<file path="src/rtl/cpu_pkg.sv">
// Shared definitions for the 6502 status register: flag bit positions,
// flag-instruction encodings, and the reset image of P.
package cpu_pkg;

  localparam int FLAG_C = 0;
  localparam int FLAG_Z = 1;
  localparam int FLAG_I = 2;
  localparam int FLAG_D = 3;
  localparam int FLAG_B = 4;
  localparam int FLAG_U = 5;
  localparam int FLAG_V = 6;
  localparam int FLAG_N = 7;

  localparam logic [7:0] P_RESET = 8'h24;

  typedef enum logic [2:0] {
    OP_CLC = 3'd0,
    OP_SEC = 3'd1,
    OP_CLI = 3'd2,
    OP_SEI = 3'd3,
    OP_CLV = 3'd4,
    OP_CLD = 3'd5,
    OP_SED = 3'd6,
    OP_NOP = 3'd7
  } flag_op_t;

  // The six stored flags; B and the constant-1 bit never live in flops.
  typedef struct packed {
    logic n;
    logic v;
    logic d;
    logic i;
    logic z;
    logic c;
  } flags_t;

  function automatic flags_t byte_to_flags(input logic [7:0] b);
    flags_t f;
    f.n = b[FLAG_N];
    f.v = b[FLAG_V];
    f.d = b[FLAG_D];
    f.i = b[FLAG_I];
    f.z = b[FLAG_Z];
    f.c = b[FLAG_C];
    return f;
  endfunction

  function automatic logic [7:0] flags_to_byte(input flags_t f, input logic b_bit);
    return {f.n, f.v, 1'b1, b_bit, f.d, f.i, f.z, f.c};
  endfunction

endpackage

</file>
<file path="src/rtl/cpu_status_reg.sv">
// 6502 processor status register: captures ALU flags, executes flag
// instructions, BIT, PLP/RTI pulls and interrupt entry, and tracks the IRQ mask.
module cpu_status_reg
  import cpu_pkg::*;
#(
  parameter bit DECIMAL_SUPPORT = 1'b0,
  parameter bit IRQ_MASK_DELAY  = 1'b1
) (
  input  logic       clk,
  input  logic       reset_N,
  input  logic       negative_FLAG_IN,
  input  logic       zero_FLAG_IN,
  input  logic       carry_FLAG_IN,
  input  logic       overflow_FLAG_IN,
  input  logic       load_NZ_EN,
  input  logic       load_C_EN,
  input  logic       load_V_EN,
  input  logic       bit_EN,
  input  logic       flag_op_EN,
  input  logic [2:0] flag_op_SEL,
  input  logic       pull_EN,
  input  logic       rti_EN,
  input  logic       int_entry_EN,
  input  logic       push_B_IN,
  input  logic       instr_boundary_IN,
  input  logic [7:0] data_BUS_IN,
  output logic [7:0] status_REG_OUT,
  output logic [7:0] status_PUSH_OUT,
  output logic       carry_FLAG_OUT,
  output logic       irq_MASK_OUT,
  output logic       decimal_MODE_OUT
);

  flags_t   r_flags;
  logic     r_mask;
  flags_t   w_flags_next;
  logic     w_mask_next;
  flag_op_t w_op;

  assign w_op = flag_op_t'(flag_op_SEL);

  always_ff @(posedge clk or negedge reset_N) begin
    if (!reset_N) begin
      r_flags <= byte_to_flags(P_RESET);
      r_mask  <= 1'b1;
    end else begin
      r_flags <= w_flags_next;
      r_mask  <= w_mask_next;
    end
  end

  // Each flag resolves its own priority chain; a pull replaces the whole register.
  always_comb begin
    w_flags_next = r_flags;
    if (pull_EN) begin
      w_flags_next = byte_to_flags(data_BUS_IN);
    end else begin
      if (bit_EN) begin
        w_flags_next.n = data_BUS_IN[FLAG_N];
      end else if (load_NZ_EN) begin
        w_flags_next.n = negative_FLAG_IN;
      end

      if (flag_op_EN && w_op == OP_CLV) begin
        w_flags_next.v = 1'b0;
      end else if (bit_EN) begin
        w_flags_next.v = data_BUS_IN[FLAG_V];
      end else if (load_V_EN) begin
        w_flags_next.v = overflow_FLAG_IN;
      end

      if (bit_EN || load_NZ_EN) begin
        w_flags_next.z = zero_FLAG_IN;
      end

      if (flag_op_EN && w_op == OP_CLC) begin
        w_flags_next.c = 1'b0;
      end else if (flag_op_EN && w_op == OP_SEC) begin
        w_flags_next.c = 1'b1;
      end else if (load_C_EN) begin
        w_flags_next.c = carry_FLAG_IN;
      end

      if (int_entry_EN) begin
        w_flags_next.i = 1'b1;
      end else if (flag_op_EN && w_op == OP_CLI) begin
        w_flags_next.i = 1'b0;
      end else if (flag_op_EN && w_op == OP_SEI) begin
        w_flags_next.i = 1'b1;
      end

      if (flag_op_EN && w_op == OP_CLD) begin
        w_flags_next.d = 1'b0;
      end else if (flag_op_EN && w_op == OP_SED) begin
        w_flags_next.d = 1'b1;
      end
    end
  end

  // The boundary samples the registered I, so a CLI in the poll cycle is seen one instruction late.
  always_comb begin
    w_mask_next = r_mask;
    if (pull_EN && rti_EN) begin
      w_mask_next = data_BUS_IN[FLAG_I];
    end else if (int_entry_EN && !pull_EN) begin
      w_mask_next = 1'b1;
    end else if (instr_boundary_IN) begin
      w_mask_next = r_flags.i;
    end
  end

  assign status_REG_OUT   = flags_to_byte(r_flags, 1'b0);
  assign status_PUSH_OUT  = flags_to_byte(r_flags, push_B_IN);
  assign carry_FLAG_OUT   = r_flags.c;
  assign irq_MASK_OUT     = IRQ_MASK_DELAY ? r_mask : r_flags.i;
  assign decimal_MODE_OUT = DECIMAL_SUPPORT ? r_flags.d : 1'b0;

endmodule

</file>
<file path="config.mk">
export PLATFORM = sky130hd
export DESIGN_NAME = cpu_status_reg
export DESIGN_NICKNAME = d
export VERILOG_FILES = /design/src/rtl/cpu_pkg.sv /design/src/rtl/cpu_status_reg.sv
export SDC_FILE = /design/constraint.sdc
export NUM_CORES = 1
export LEC_CHECK = 0
export ABC_AREA = 0
export BUFFER_PORTS_ARGS = -buffer_cell sky130_fd_sc_hd__buf_2
export CORE_MARGIN = 4
export CORE_UTILIZATION = 36
export CTS_BUF_LIST = sky130_fd_sc_hd__clkbuf_16
export CTS_CLUSTER_DIAMETER = 50
export CTS_CLUSTER_SIZE = 10
export DETAILED_ROUTE_END_ITERATION = 10
export PLACE_DENSITY_LB_ADDON = 0.08
export SLEW_MARGIN = 20
export SYNTH_ARGS = -nofsm -noshare
export SYNTH_HDL_FRONTEND = slang
export SYNTH_SLANG_ARGS = --single-unit
</file>
<file path="constraint.sdc">
create_clock -name clk -period 1.2 [get_ports clk]
set_input_delay 0.12 -clock clk [delete_from_list [all_inputs] [get_ports clk]]
set_output_delay 0.12 -clock clk [all_outputs]
set_load 0.05 [all_outputs]
</file>
== Word level (Yosys, flattened, before mapping) ==
Index checks and enable logic that the tools add are counted.
Word-level totals
  output and inout bits: 19
  register bits after elaboration: 7
  logic and storage cells: 50
  input bits: 27
Operators by class
  reductions and logical operators: 19
  equal/unequal tests: 6
  mux-type cells: 18
Operators with widths (count)
  two-way mux 1 bit: 17
  nonzero test 4 bit: 3
  equality test 3 bit (second input constant): 3
  logical AND 1 bit: 9
  nonzero test 3 bit: 3
  equality test 3 x 2 -> 1 bit (second input constant): 2
  two-way mux 6 bit: 1
  equality test 3 x 1 -> 1 bit (second input constant): 1
  zero test 3 bit: 1
  nonzero test 2 bit: 1
  zero test 1 bit: 1
  logical OR 1 bit: 1

== Longest topological paths before layout ==
  word-level depth: 6
  gate-level depth with buffers: 3
  gate-level depth less buffers: 3

== Worst setup path after synthesis ==
OpenSTA, ideal clock, no wires.
  path kind: register -> register
  start point: register carry_FLAG_OUT (netlist name)
  end point: register r_flags, in the netlist carry_FLAG_OUT
  clock period less this slack: 1.212 ns
  data required time: 1.076 ns
  stages on the path, launching flop included: 4
  buffers on the path: 0
  data arrival time: 1.088 ns
  setup time: 0.124 ns
  setup slack: -0.012 ns
  path through: dfrtp_1 mux2_1 mux2i_1 o21ai_1
RTL lines
  end signal, assigned: line cpu_status_reg.sv:44  | r_flags <= byte_to_flags(P_RESET);
  end signal, assigned: line cpu_status_reg.sv:47  | r_flags <= w_flags_next;
  end, declared: line cpu_status_reg.sv:34  | flags_t r_flags;

== Worst setup path after layout ==
  start point: register r_flags, in the netlist status_PUSH_OUT[2]
  end point: output port status_PUSH_OUT[2]
RTL lines
  end, declared: line cpu_status_reg.sv:28  | output logic [7:0] status_PUSH_OUT,
No word-level cell between the ends.

==> results.ini <==
[synth]
synth_area_leaders=dfrtp_1 (24%), buf_4 (17%), mux2i_1 (14%), dfstp_2 (10%), mux2_1 (4.3%)
synth.cell_area_um2=518
avgSynthCellArea_um2=9.25
yosysUniqueCellTypes=20
ys_ff_latch=7
yosysSeqAreaShare_pct=34.3
synth_area_leader_cell=dfrtp_1
syn_inst=56
yosysTopAreaCellShare_pct=24.2
ys_warn_count=0

[drt]
viasPerCell=4.51
met2_wirelength_um=564
num_vias=460
met1_length_um=443
top_layer=met3
wl_met3_um=122
final_antenna_net_count=0
drtPass1Iterations=4
post-route-drc-count=0
wl_per_cell_um=11.1
drt-initial-drc-count=3
drt-total-wl_um=1130

[flow_run]
max_cap_viol_count=0

[die]
core_um2=1330
die_area_um2=2110
rows=13
die_height_um=45.9
die_x_um=45.9
io_pins=46
initial_utilization_pct=38.8

[power_and_ir_drop]
vdd_drop_max_mv=1.15
p_leak_nw=0.373
powerDensity_nw_per_um2=1620

[clock_tree]
clk_pin_slew_worst_paths_ns=0.04
cts-buffers-inserted=3
cts_sinks=7
clk_path_buf_depth=2
cts_setup_buffers=0
h-tree-depth=1
root_buffer=clkbuf_16
clk_latency_ns=0.23
tritoncts=yes

[timing]
hold_viol=0
skew_ns=0.0000157
tns_ns=0
finalSetupViolCount=0
clock.fmax_ghz=0.875
finalWorstSetupSlack_ns=0.0571
hold_slack_ns=0.107
period_needed_ns=1.14
rsz0062_at_grt=false
post-route-period-util_pct=95.2
final_max_slew_viol_count=0

[run_status]
status=completed

[min_path]
hold_depth=3
hold_path.class=input port to register
holdPathEnd=status_PUSH_OUT[3]
hp-start=data_BUS_IN[3]

[critical_path]
crit_fanout=4
critPathMaxStageDelay_ns=0.54
path_class=register to output pin
crit_chain=buf_2
cp.depth=1
reg2reg_depth=3
r2r_slack_ns=0.20
end_kind=output pin
critPathBufInv=1
r2r-start=carry_FLAG_OUT
crit_family=flip-flops
worstPathRequired_ns=1.08
critPathLaunchType=register
cp.arrival_ns=1.02
r2r-end=carry_FLAG_OUT
cp_slowest_cell=dfstp_2

[layout]
n_fill_cell=135
syn2layout_area_growth_pct=39.9
drive_gt1_share_pct=50.6
nNetsFinal=115
num_antenna_cells=0

[place]
hpwlAfterDp_um=932
gp_congestion=0.681
io_buffer_count=37
place_ws_ns=0.184

[global_routing]
grt_max_degree=13
grt_pass1_vias=435
antenna_found_initial=0
overflow=0
grt_pass1_wl_um=1840
grt.total_usage_pct=12.0

==> stage by stage <==
step	instances	instance area (µm²)	utilization, %	power [mW]
floorplan	58	527	-	0.583
global placement	97	636	47.7	0.632
detailed placement	97	636	47.7	0.634
CTS	102	724	54.3	1.20
global route	102	724	54.3	1.24
finish	102	724	54.3	1.18
==> what timing repair did <==
action | 4_1_cts | 5_1_grt
hold endpoints to repair | 7 | 0
gates resized for setup | 0 | 0
hold buffers | 1 | 0
==> cells in the mapped netlist <==
| cell type | n |
|---|---|
| a21boi_1 | 1 |
| a21oi_1 | 3 |
| a31oi_1 | 1 |
| buf_2 | 1 |
| buf_4 | 12 |
| conb_1 | 2 |
| dfrtp_1 | 5 |
| dfstp_2 | 2 |
| mux2_1 | 2 |
| mux2i_1 | 7 |
| nand2_1 | 4 |
| nand3b_1 | 2 |
| nand4bb_1 | 1 |
| nor2_1 | 5 |
| nor2b_1 | 1 |
| nor3b_2 | 1 |
| nor4b_1 | 1 |
| o21ai_1 | 3 |
| o31ai_1 | 1 |
| or2_0 | 1 |
==> area by class of cell <==
| cell class | instances | area (µm²) | area share (%) |
|---|---|---|---|
| well taps | 15 | 18.8 | 2.59 |
| multi-input cells | 38 | 253 | 34.9 |
| clock buffers | 3 | 75.1 | 10.4 |
| flip-flops and latches | 7 | 179 | 24.7 |
| clock inverters | 1 | 3.75 | 0.518 |
| repair buffers | 38 | 195 | 26.9 |
==> cell usage in the layout, fill, tap and decap left out <==
cell type / instances
buf_2: 37
mux2i_1: 7
nor2_1: 5
nand2_1: 4
conb_1: 4
dfrtp_1: 4
o21ai_1: 3
a21oi_1: 3
clkbuf_16: 3
mux2_1: 2
nand3b_1: 2
dfstp_2: 2
nor3b_2: 1
nand4bb_1: 1
or2_0: 1
nor4b_1: 1
a21boi_1: 1
a31oi_1: 1
o31ai_1: 1
nor2b_1: 1
dfrtp_2: 1
inv_1: 1
dlygate4sd3_1: 1
==> sequential cells by signal (all words and copies together) (netlist names) <==
name             cells
irq_MASK_OUT         1
status_PUSH_OUT      5
carry_FLAG_OUT       1
==> power by group <==
part / switching, mW / internal (mW) / total (mW)
logic: 0.256 / 0.0944 / 0.351
clock network: 0.114 / 0.432 / 0.546
registers: 0.0149 / 0.265 / 0.280
==> logic make-up after synthesis <==
| kind of cell | count (synthesis) | share of synthesized area (%) |
|---|---|---|
| buf+inv | 13 | 18.4 |
| simple gates | 16 | 18.1 |
| mux | 9 | 17.9 |
| flops | 7 | 34.3 |
| compound gates | 9 | 9.90 |
| other cells | 2 | 1.45 |
==> layer usage <==
layer | global-route usage (%) | vias to the layer above
met4 | 5.11 | 0
met1 | 16.1 | 201
met3 | 2.37 | 0
met5 | 0 | -
li1 | - | 239
met2 | 18.4 | 20
==> how the worst max path moves through the flow <==
stage / startpoint / end / slack (ns)
after floorplan: status_PUSH_OUT[2] / irq_MASK_OUT / 0.07
after global placement: carry_FLAG_OUT / carry_FLAG_OUT / 0.21
after detailed placement: carry_FLAG_OUT / carry_FLAG_OUT / 0.18
after CTS: status_PUSH_OUT[2] / status_PUSH_OUT[2] / 0.04
after global routing: status_PUSH_OUT[2] / status_REG_OUT[2] / 0.02
final: status_PUSH_OUT[2] / status_PUSH_OUT[2] / 0.06
Power figures use the tool's default switching activity.
